**src/rtl/conv_bin_bcd_seq.sv**
```systemverilog
// Sequential 7-bit binary to packed-BCD converter (shift-and-add-3), start/done handshake.
// Out-of-range operands (above MAX_VAL) complete with the same latency and report 8'hFF plus error.
//
// state | meaning
// IDLE  | waiting for start; done pulse is visible here after a conversion
// CONV  | seven adjust-and-shift iterations
// DONE  | result selected; outputs registered on the edge back to IDLE
module conv_bin_bcd_seq #(
    parameter int MAX_VAL = 99
) (
    input  logic       clk,
    input  logic       reset_n,
    input  logic       start,
    input  logic [6:0] dato_bin,
    output logic [7:0] dato_bcd,
    output logic       busy,
    output logic       done,
    output logic       error
);

    typedef enum logic [1:0] {IDLE, CONV, DONE} state_t;

    localparam logic [6:0] LIMIT = 7'(MAX_VAL);

    state_t      state;
    logic [14:0] shift_reg;
    logic [14:0] shift_adj;
    logic [2:0]  cnt;
    logic        range_err;

    // Each nibble is adjusted independently before the shift; no carry between nibbles.
    always_comb begin
        shift_adj = shift_reg;
        if (shift_reg[14:11] >= 4'd5) shift_adj[14:11] = shift_reg[14:11] + 4'd3;
        if (shift_reg[10:7]  >= 4'd5) shift_adj[10:7]  = shift_reg[10:7]  + 4'd3;
    end

    always_ff @(posedge clk) begin
        if (!reset_n) begin
            state     <= IDLE;
            shift_reg <= '0;
            cnt       <= '0;
            range_err <= 1'b0;
            dato_bcd  <= 8'h00;
            busy      <= 1'b0;
            done      <= 1'b0;
            error     <= 1'b0;
        end else begin
            case (state)
                IDLE: begin
                    done <= 1'b0;
                    if (start) begin
                        shift_reg <= {8'h00, dato_bin};
                        cnt       <= 3'd7;
                        range_err <= (dato_bin > LIMIT);
                        busy      <= 1'b1;
                        state     <= CONV;
                    end
                end
                CONV: begin
                    shift_reg <= {shift_adj[13:0], 1'b0};
                    cnt       <= cnt - 3'd1;
                    if (cnt == 3'd1) state <= DONE;
                end
                DONE: begin
                    dato_bcd <= range_err ? 8'hFF : shift_reg[14:7];
                    error    <= range_err;
                    done     <= 1'b1;
                    busy     <= 1'b0;
                    state    <= IDLE;
                end
                default: state <= IDLE;
            endcase
        end
    end

endmodule

```
**config.mk**
```make
export PLATFORM = sky130hd
export DESIGN_NAME = conv_bin_bcd_seq
export DESIGN_NICKNAME = d
export VERILOG_FILES = /design/src/rtl/conv_bin_bcd_seq.sv
export SDC_FILE = /design/constraint.sdc
export NUM_CORES = 1
export LEC_CHECK = 0
export BUFFER_PORTS_ARGS = -buffer_cell sky130_fd_sc_hd__clkbuf_2
export CAP_MARGIN = 20
export CELL_PAD_IN_SITES_DETAIL_PLACEMENT = 1
export CELL_PAD_IN_SITES_GLOBAL_PLACEMENT = 2
export CORE_ASPECT_RATIO = 0.7
export CORE_UTILIZATION = 25
export CTS_BUF_LIST = sky130_fd_sc_hd__clkbuf_16
export DETAILED_ROUTE_END_ITERATION = 8
export GPL_TIMING_DRIVEN = 0
export PLACE_DENSITY = 0.57
export SYNTH_ARGS = -nofsm -noshare
export SYNTH_HDL_FRONTEND = slang
export SYNTH_SLANG_ARGS = --single-unit
```
**constraint.sdc**
```tcl
create_clock -name clk -period 1.6 [get_ports clk]
set_input_delay 0.24 -clock clk [delete_from_list [all_inputs] [get_ports clk]]
set_output_delay 0.24 -clock clk [all_outputs]
set_load 0.05 [all_outputs]
```
# Yosys cells after proc, flatten, opt, wreduce, memory -nomap -nowiden
# Cells that the tools add are included.
# Widths: inputs -> output; s select.
# word_totals
ff_bits,32
inputBits,10
out_inout_bits,11
word_cells,39
# classes
add_sub_neg,3
order_cmp,3
n_eq_ne,5
mux,13
reduce_logical,7
# op_table
operator,n
$pmux 15 s2,1
$mux 15,1
$ge 4x3->1 const B,2
$mux 8,1
$reduce_and 2->1,4
$gt 7x7->1 const B,1
$mux 3,2
$pmux 3 s2,1
$add 4x2->4 const B,1
$mux 2,2
$mux 4,1
$ne 2x2->1 const B,2
$pmux 1 s2,2
$pmux 2 s2,1
$reduce_bool 2->1,2
$add 3x2->3 const B,1
$eq 3x1->1 const B,1
$sub 3x1->3 const B,1
$eq 2x1->1 const B,1
$eq 2x2->1 const B,1
$logic_not 2->1,1
$mux 1,1

# Depth between registers and ports, before layout
# Gate-level depths: netlist of the first run.
# depth
ltp_word,3
ltp_mapped,6
ltp_nobuf,6

# Worst setup path after synthesis of the first run
# OpenSTA, ideal clock, no wires.
# synth_path
kind,register to register
start,register shift_reg[8]
end,register shift_reg[9]
setup_time_ns,0.074
arrival_time_ns,1.400
t_required_ns,1.526
path_slack_ns,0.126
path_stages_with_launch,7
path_buffers,0
synth_period_minus_slack_ns,1.474
cell_sequence,dfxtp_1 > inv_1 > ha_1 > nand2b_1 > a21oi_1 > mux2_2 > o21ai_0
# synth_between
elab_chain_len,3
word_cells_on_any_way,4
classes_between,add/sub (1); order compare (1); mux (2)
# synth_rtl
item,line_no,rtl
from (decl),26,logic [14:0] shift_reg;
from (signal assigned),53,"shift_reg <= {8'h00, dato_bin};"
from (signal assigned),61,"shift_reg <= {shift_adj[13:0], 1'b0};"
$add 4x2->4 / $ge 4x3->1 (equally long branches),35,if (shift_reg[10:7] >= 4'd5) shift_adj[10:7] = shift_reg[10:7] + 4'd3;
$mux 4 (*),35,
$pmux 15 s2 (*),49,case (state)
# Every way passes the cells marked *; elsewhere a longest branch is shown, timed or not.
# A chain may end at the register's enable or synchronous reset.

# Final worst setup path of the first run
# layout_path
start,register shift_reg[12]
end,register shift_reg[13]
# layout_between
elab_chain_len,3
word_cells_on_any_way,4
classes_between,add/sub (1); order compare (1); mux (2)
# layout_rtl
item,line_no,rtl
$ge 4x3->1 / $add 3x2->3 (equally long branches),34,if (shift_reg[14:11] >= 4'd5) shift_adj[14:11] = shift_reg[14:11] + 4'd3;
$mux 3 (*),34,
$pmux 15 s2 (*),49,
# Marks and branches as above.

==> results of run 1 <==
## power by group
group          switching (uW)  internal (uW)  leakage (uW)  total [uW]
combinational             156           86.2      0.000375         242
clock                     347            564     0.0000710         912
sequential               25.9            837      0.000263         863
total                     529           1490      0.000709        2020
## cells in the final DEF (no fill, tap or decap), types with 3 or more instances in the layout
cell type  netlist  routed
nor2_1          28      28
a211oi_2         7       7
dfxtp_1         32      29
dfxtp_2          0       3
o21ai_0          9       8
a311oi_1         5       5
buf_4            2       4
a21oi_1         11       9
nand2_1         19      19
ha_1             6       5
inv_1           10      10
clkbuf_16        0       5
buf_6            3       3
nand2b_1         3       3
nor3_1           4       4
clkbuf_2         0      19
## logic make-up after synthesis
logic type      share of synthesized area
buf+inv                            0.0744
flops                               0.428
fa+ha+maj                          0.0502
compound gates                      0.221
simple gates                        0.187
xor+xnor                           0.0176
mux                                0.0217
## how the worst min path moves through the flow
stage,start,to,slack [ns],cells past startpoint
after CTS,dato_bin[1],shift_reg[1],0.21,3
after global placement,cnt[0],cnt[0],0.46,2
final,dato_bin[1],shift_reg[1],0.21,3
after global routing,dato_bin[5],shift_reg[5],0.25,3
after floorplan,reset_n,cnt[2],0.38,2
after detailed placement,shift_reg[2],shift_reg[3],0.48,2
## worst reg2reg max path: stages, from the launching register on
cell      delay, ns
dfxtp_2        0.34
inv_1          0.08
ha_1           0.18
nand2b_1       0.15
a21oi_2        0.16
mux2_2         0.34
o21ai_0        0.16
## timing repair
item | 4_1_cts | 5_1_grt
pin swaps | 1 | 2
buffers inserted | 0 | 2
resized for setup | 4 | 3
setup endpoints to repair | 2 | 2
## layer usage
metal	vias up	track usage	share of wire
met5	-	0	0
met4	0	0.0398	0.0089
met2	13	0.230	0.44
li1	636	-	-
met3	4	0.0445	0.031
met1	640	0.187	0.52
## through the flow
| stage | util | power [uW] | instances | TNS [ns] | setup slack, ns |
|---|---|---|---|---|---|
| after detailed placement | 0.293 | 1120 | 264 | -0.158 | -0.0951 |
| after floorplan | - | 1050 | 170 | 0 | 0.126 |
| final | 0.322 | 2020 | 274 | 0 | 0.113 |
| after CTS | 0.319 | 2030 | 272 | 0 | 0.00461 |
| after global placement | 0.293 | 1110 | 264 | -0.0389 | -0.0389 |
| after global routing | 0.322 | 2100 | 274 | 0 | 0.0200 |
## area by class of cell
cell class                 count  area, um2  area share
timing repair buffer          21        110      0.0594
clock inverter                 3       13.8     0.00743
multi-input combinational    117        754       0.407
sequential                    32        644       0.348
tap                           75       93.8      0.0506
inverter                      11       41.3      0.0223
buffer                        10       70.1      0.0378
clock buffer                   5        125      0.0675
==> metrics.md, run 1 <==
| Metric | Value |
|---|---|
| Synthesized area | 0.00150 mm2 |
| Fin. max-slew vios | 0 |
| Final hold slack | 0.209 ns |
| CP peak stage delay | 0.34 ns |
| Worst path depth | 6 |
| Synth Instances | 170 |
| Synth top area share | 0.428 |
| CTS Buf Count | 5 |
| Fmax | 672 MHz |
| Detailed Place HPWL | 3.03 mm |
| Post-route cell area | 0.00185 mm2 |
| Fill cells | 689 |
| Relative slew slack | 0.580 |
| Synth Warn # | 0 |
| Row cnt | 23 |
| Port Buffers | 19 |
| Layout area overhead | 23.8% |
| Worst-path fanout max | 3 |
| Clk sinks | 32 |
| Critical-path top delay cell | dfxtp_2 |
| DRC Markers | 0 |
| Setup crit start kind | register |
| Number of global-route vias before repair | 1321 |
| Synth async-reset ratio | 0 |
| Setup crit end kind | register |
| Clock slew at reported path FFs | 0.05 ns |
| CP Buf/Inv Count | 1 |
| All-Layer GR Usage | 0.144 |
| Fin crit share | 0.929 |
| Largest net degree at the start of global routing | 11 |
| Worst setup startpoint | shift_reg[12] |
| Yosys reg bits | 32 |
| Clk_lat worst skew | 0.28 ns |
| R2R Path Start | shift_reg[12] |
| Die extent in y | 66.7 um |
| Global-route wire length before repair | 6.60 mm |
| Maximum VDD drop | 0.419 mV |
| Register-to-register setup slack | 0.11 ns |
| Pre-antenna DRT Iters | 4 |
| Status | completed |
| Initial antenna violation count | 0 |
| Wirelength per Cell | 14.8 um |
| Routed via count | 1293 |
| IO Pins | 21 |
| Setup Skew | 0.00278 ns |
| Hold buffers post-CTS | 0 |
| WP data arrival | 1.68 ns |
| Max reg flops | 15 |
| Syn avg cell area | 8.80 um2 |
| Leading cell types by count after synthesis | 32 x dfxtp_1, 28 x nor2_1, 19 x nand2_1 |
| Worst Path Required | 1.80 ns |
| CP Cell Sequence | inv_1 -> ha_1 -> nand2b_1 -> a21oi_2 -> mux2_2 -> o21ai_0 |
| Clk root buf | clkbuf_16 |
| H-tree lvl count | 2 |
| Starting DRT DRC Count | 43 |
| Leakage power total | 0.000709 uW |
| Final setup viols | 0 |
| CP delay by family, top | flip-flops |
| Gr ovfl total | 0 |
| Final Hold Fails | 0 |
| CTS tree | done |
| Synth cell types | 37 |
| Critical path endpoint | shift_reg[13] |
| Count leader, synth | dfxtp_1 |
| Synth area leaders | dfxtp_1 43%, nor2_1 7.0%, a211oi_2 5.9% |
| Layout cell share with drive strength beyond 1 | 0.281 |
| Primary FF master, synth | dfxtp_1 |
| Yosys top cell by area | dfxtp_1 |
| Number of flops mapped to enable cells by yosys | 0 |
| Initial Util | 0.260 |
| Reg2reg path depth | 6 |
| Worst Hold Class | in2reg |
| Post-synthesis net count | 186 |
| DRT Wirelength | 4.07 mm |
| R2R Path End | shift_reg[13] |
| Fin crit period | 1.49 ns |
| Die Footprint | 0.00630 mm2 |
| Worst Setup Path Type | reg2reg |
| Gpl congestion | 0.722 |
| ANT nets after route | 0 |
| Post-DP Area | 0.00169 mm2 |
| Vias per cell | 4.72 |
| Sequential element share of the synthesized area | 0.428 |
| Max cap viols | 0 |
| Pwr Density | 1090 mW/mm2 |
| Worst slew pin tran | 0.631 ns |
| Unrepaired setup endpoints after global routing | no |
| Fin nets | 214 |
| Diode count | 0 |
| Die width | 94.5 um |
| Core area | 0.00576 mm2 |
| Bufs on Longest Clock Path | 2 |
No activity file was read; power rests on OpenSTA's default activity.
==> run 2, diff against run 1 <==
--- a/config.mk
+++ b/config.mk
@@ -5,6 +5,7 @@
 export SDC_FILE = /design/constraint.sdc
 export NUM_CORES = 1
 export LEC_CHECK = 0
+export ABC_AREA = 1
 export BUFFER_PORTS_ARGS = -buffer_cell sky130_fd_sc_hd__clkbuf_2
 export CAP_MARGIN = 20
 export CELL_PAD_IN_SITES_DETAIL_PLACEMENT = 1
@@ -14,7 +15,7 @@
 export CTS_BUF_LIST = sky130_fd_sc_hd__clkbuf_16
 export DETAILED_ROUTE_END_ITERATION = 8
 export GPL_TIMING_DRIVEN = 0
-export PLACE_DENSITY = 0.57
+export PLACE_DENSITY = 0.61
 export SYNTH_ARGS = -nofsm -noshare
 export SYNTH_HDL_FRONTEND = slang
 export SYNTH_SLANG_ARGS = --single-unit
==> metrics.md, run 2 <==
| Metric | Value |
|---|---|
| Vias per cell | 4.53 |
| Most frequent cell on the critical path | nor2_1 |
| Final hold slack | 0.198 ns |
| Comb pwr share | 0.110 |
| Detailed Place HPWL | 2.93 mm |
| Fin crit period | 1.41 ns |
| Largest family of logic cells by synthesized area | simple AND/OR/NAND/NOR gates |
| Fmax | 709 MHz |
| Synth top area share | 0.454 |
| Status | completed |
| Gr ovfl total | 0 |
| Maximum VDD drop | 0.357 mV |
| DRC Markers | 0 |
| ANT nets after route | 0 |
| Worst slew pin tran | 0.518 ns |
| Switching share of power | 0.252 |
| Leakage power total | 0.000765 uW |
| Post-synthesis adder-cell area fraction | 0.0532 |
| Worst Hold Class | in2reg |
| Synth cell types | 22 |
| Leading cell types by count after synthesis | 42 x nand2_1, 32 x dfxtp_1, 22 x a21oi_1 |
| Clk sinks | 32 |
| Synth Instances | 188 |
| Commonest non-fill, non-tap cells in the layout | 42 x nand2_1, 32 x dfxtp_1, 22 x inv_1, 22 x a21oi_1 |
| Internal Power | 1470 uW |
| Wirelength per Cell | 13.4 um |
| Primary FF master, synth | dfxtp_1 |
| All-Layer GR Usage | 0.145 |
| Starting DRT DRC Count | 27 |
| CTS tree | done |
| Number of flops mapped to enable cells by yosys | 0 |
| DRT Wirelength | 3.86 mm |
| Critical-path top delay cell | dfxtp_1 |
| WP data arrival | 1.62 ns |
| Die Footprint | 0.00595 mm2 |
| Placed Cells | 280 |
| Sequential element share of the synthesized area | 0.454 |
| Global-route wire length before repair | 6.52 mm |
| Initial antenna violation count | 0 |
| Synth Warn # | 0 |
| GR peak layer | met2 |
| Postcts setup bufs | 0 |
| Post-synthesis simple-gate area fraction | 0.239 |
| Fin Setup TNS | 0 ns |
| Hold buffers post-CTS | 0 |
| Clock share of power | 0.448 |
| Fin nets | 231 |
| Synthesized area | 0.00141 mm2 |
| Relative slew slack | 0.655 |
| Synth async-reset ratio | 0 |
| Cts repair resizes | 0 |
| CTS Buf Count | 5 |
| Fin. max-slew vios | 0 |
| H-tree lvl count | 2 |
| Port Buffers | 20 |
| Syn avg cell area | 7.51 um2 |
| Yosys reg bits | 32 |
| Setup Skew | 0.00375 ns |
| Clk_lat worst skew | 0.27 ns |
| Seq pwr share | 0.441 |
| Unrepaired setup endpoints after global routing | no |
| M1 GR Usage | 0.200 |
| Setup crit end kind | register |
| Mux share of post-synthesis cell area | 0 |
| Max cap viols | 0 |
| Routed via count | 1306 |
| Bufs on Longest Clock Path | 2 |
| Power, Total | 1960 uW |
| Switching power | 495 uW |
| Worst Setup Path Type | reg2reg |
| Diode count | 0 |
| Met3 Resource Use GR | 0.0387 |
| Die width | 91.8 um |
| Gpl congestion | 0.696 |
| Setup crit start kind | register |
| Core area | 0.00534 mm2 |
| Initial Util | 0.264 |
| XOR/XNOR Fraction of Synth Area | 0.00621 |
| Die extent in y | 64.9 um |
| Row cnt | 22 |
| Number of global-route vias before repair | 1325 |
| Fill cells | 674 |
| CP Cell Sequence | inv_1 -> ha_1 -> inv_1 -> nand2_1 -> nand3_1 -> nand2_1 -> nor2_1 -> nor2_1 -> nor2_1 |
| Worst Path Required | 1.81 ns |
| Max reg flops | 15 |
| Most common cell after layout, fill and taps aside | nand2_1 |
| IO Pins | 21 |
| M2 GR Usage | 0.221 |
| Worst-path fanout max | 5 |
| Pwr Density | 1130 mW/mm2 |
| Layout area overhead | 23.1% |
| Final Hold Fails | 0 |
| Count leader, synth | nand2_1 |
| CP peak stage delay | 0.41 ns |
| Pre-antenna DRT Iters | 4 |
| Compound-Gate Fraction of Synth Area | 0.168 |
| Clock slew at reported path FFs | 0.05 ns |
| Post-DP Area | 0.00160 mm2 |
| Fin crit share | 0.882 |
| Final setup viols | 0 |
| Post-Layout Cell Count | 288 |
| Largest net degree at the start of global routing | 11 |
| Post-route cell area | 0.00174 mm2 |
| Clk root buf | clkbuf_16 |
| Post-synthesis net count | 204 |
| Layout cell share with drive strength beyond 1 | 0.148 |
| Yosys top cell by area | dfxtp_1 |
| Synth area leaders | dfxtp_1 45%, nand2_1 11%, a21oi_1 7.8% |
==> run 2: changes by cell type after synthesis, moves of 3 or more <==
cell | before | now
a211oi_2 | 7 | 0
nor2_1 | 28 | 17
nor3_1 | 4 | 1
nand2b_1 | 3 | 0
a311oi_1 | 5 | 0
nand2_1 | 19 | 42
o21ai_0 | 9 | 20
nand4_1 | 0 | 5
a21oi_1 | 11 | 22
inv_1 | 10 | 20
nand3_1 | 2 | 9
==> run 2: kinds of logic after synthesis <==
group / Yosys count
compound gates: 46
xor+xnor: 1
fa+ha+maj: 6
buf+inv: 25
flops: 32
simple gates: 78
==> run 2: final cells by class <==
class,count,area [um2],share of cell area
plain buffers,4,30.0,0.0173
flip-flops and latches,32,641,0.369
clock inverters,3,11.3,0.00648
multi-input cells,131,659,0.379
well taps,72,90.1,0.0518
inverters,21,81.3,0.0468
clock buffers,5,125,0.0720
repair buffers,20,100,0.0576
==> run 2: worst max-delay path: cells and delay by family, from the launching register on <==
| kind | cells | cell delay [ns] |
|---|---|---|
| AND/OR/NAND/NOR | 6 | 0.53 |
| flip-flops | 1 | 0.41 |
| adder cells (fa/ha/maj) | 1 | 0.22 |
| buffers and inverters | 2 | 0.17 |
==> run 2: power by group through the flow <==
| stage | logic [uW] | registers (uW) | clock network [uW] |
|---|---|---|---|
| 3_5_place_dp | 223 | 881 | 0 |
| 5_1_grt | 246 | 870 | 937 |
| 6_report | 216 | 866 | 879 |
| 3_3_place_gp | 214 | 879 | 0 |
| 2_1_floorplan | 127 | 901 | 0 |
| 4_1_cts | 224 | 865 | 910 |
==> run 2: final timing paths <==
path / startpoint / to / slack, ns / cells past startpoint
setup / recovery: shift_reg[7] / shift_reg[11] / 0.19 / 9
hold / removal: dato_bin[0] / shift_reg[0] / 0.20 / 3
setup reg to reg: shift_reg[7] / shift_reg[11] / 0.19 / 9
hold reg to reg: shift_reg[0] / shift_reg[0] / 0.47 / 2
==> run 2: layer usage <==
| layer | wire, um | vias up | share of wire |
|---|---|---|---|
| li1 | - | 673 | - |
| met1 | 2080 | 619 | 0.54 |
| met2 | 1650 | 10 | 0.43 |
| met3 | 88 | 4 | 0.023 |
| met4 | 38 | 0 | 0.0098 |
| met5 | 0 | - | 0 |
==> run 2: stage by stage <==
| step | util | setup WS, ns |
|---|---|---|
| floorplan | - | 0.428 |
| global placement | 0.300 | 0.206 |
| detailed placement | 0.300 | 0.156 |
| CTS | 0.325 | 0.143 |
| global route | 0.325 | 0.0275 |
| finish | 0.325 | 0.189 |
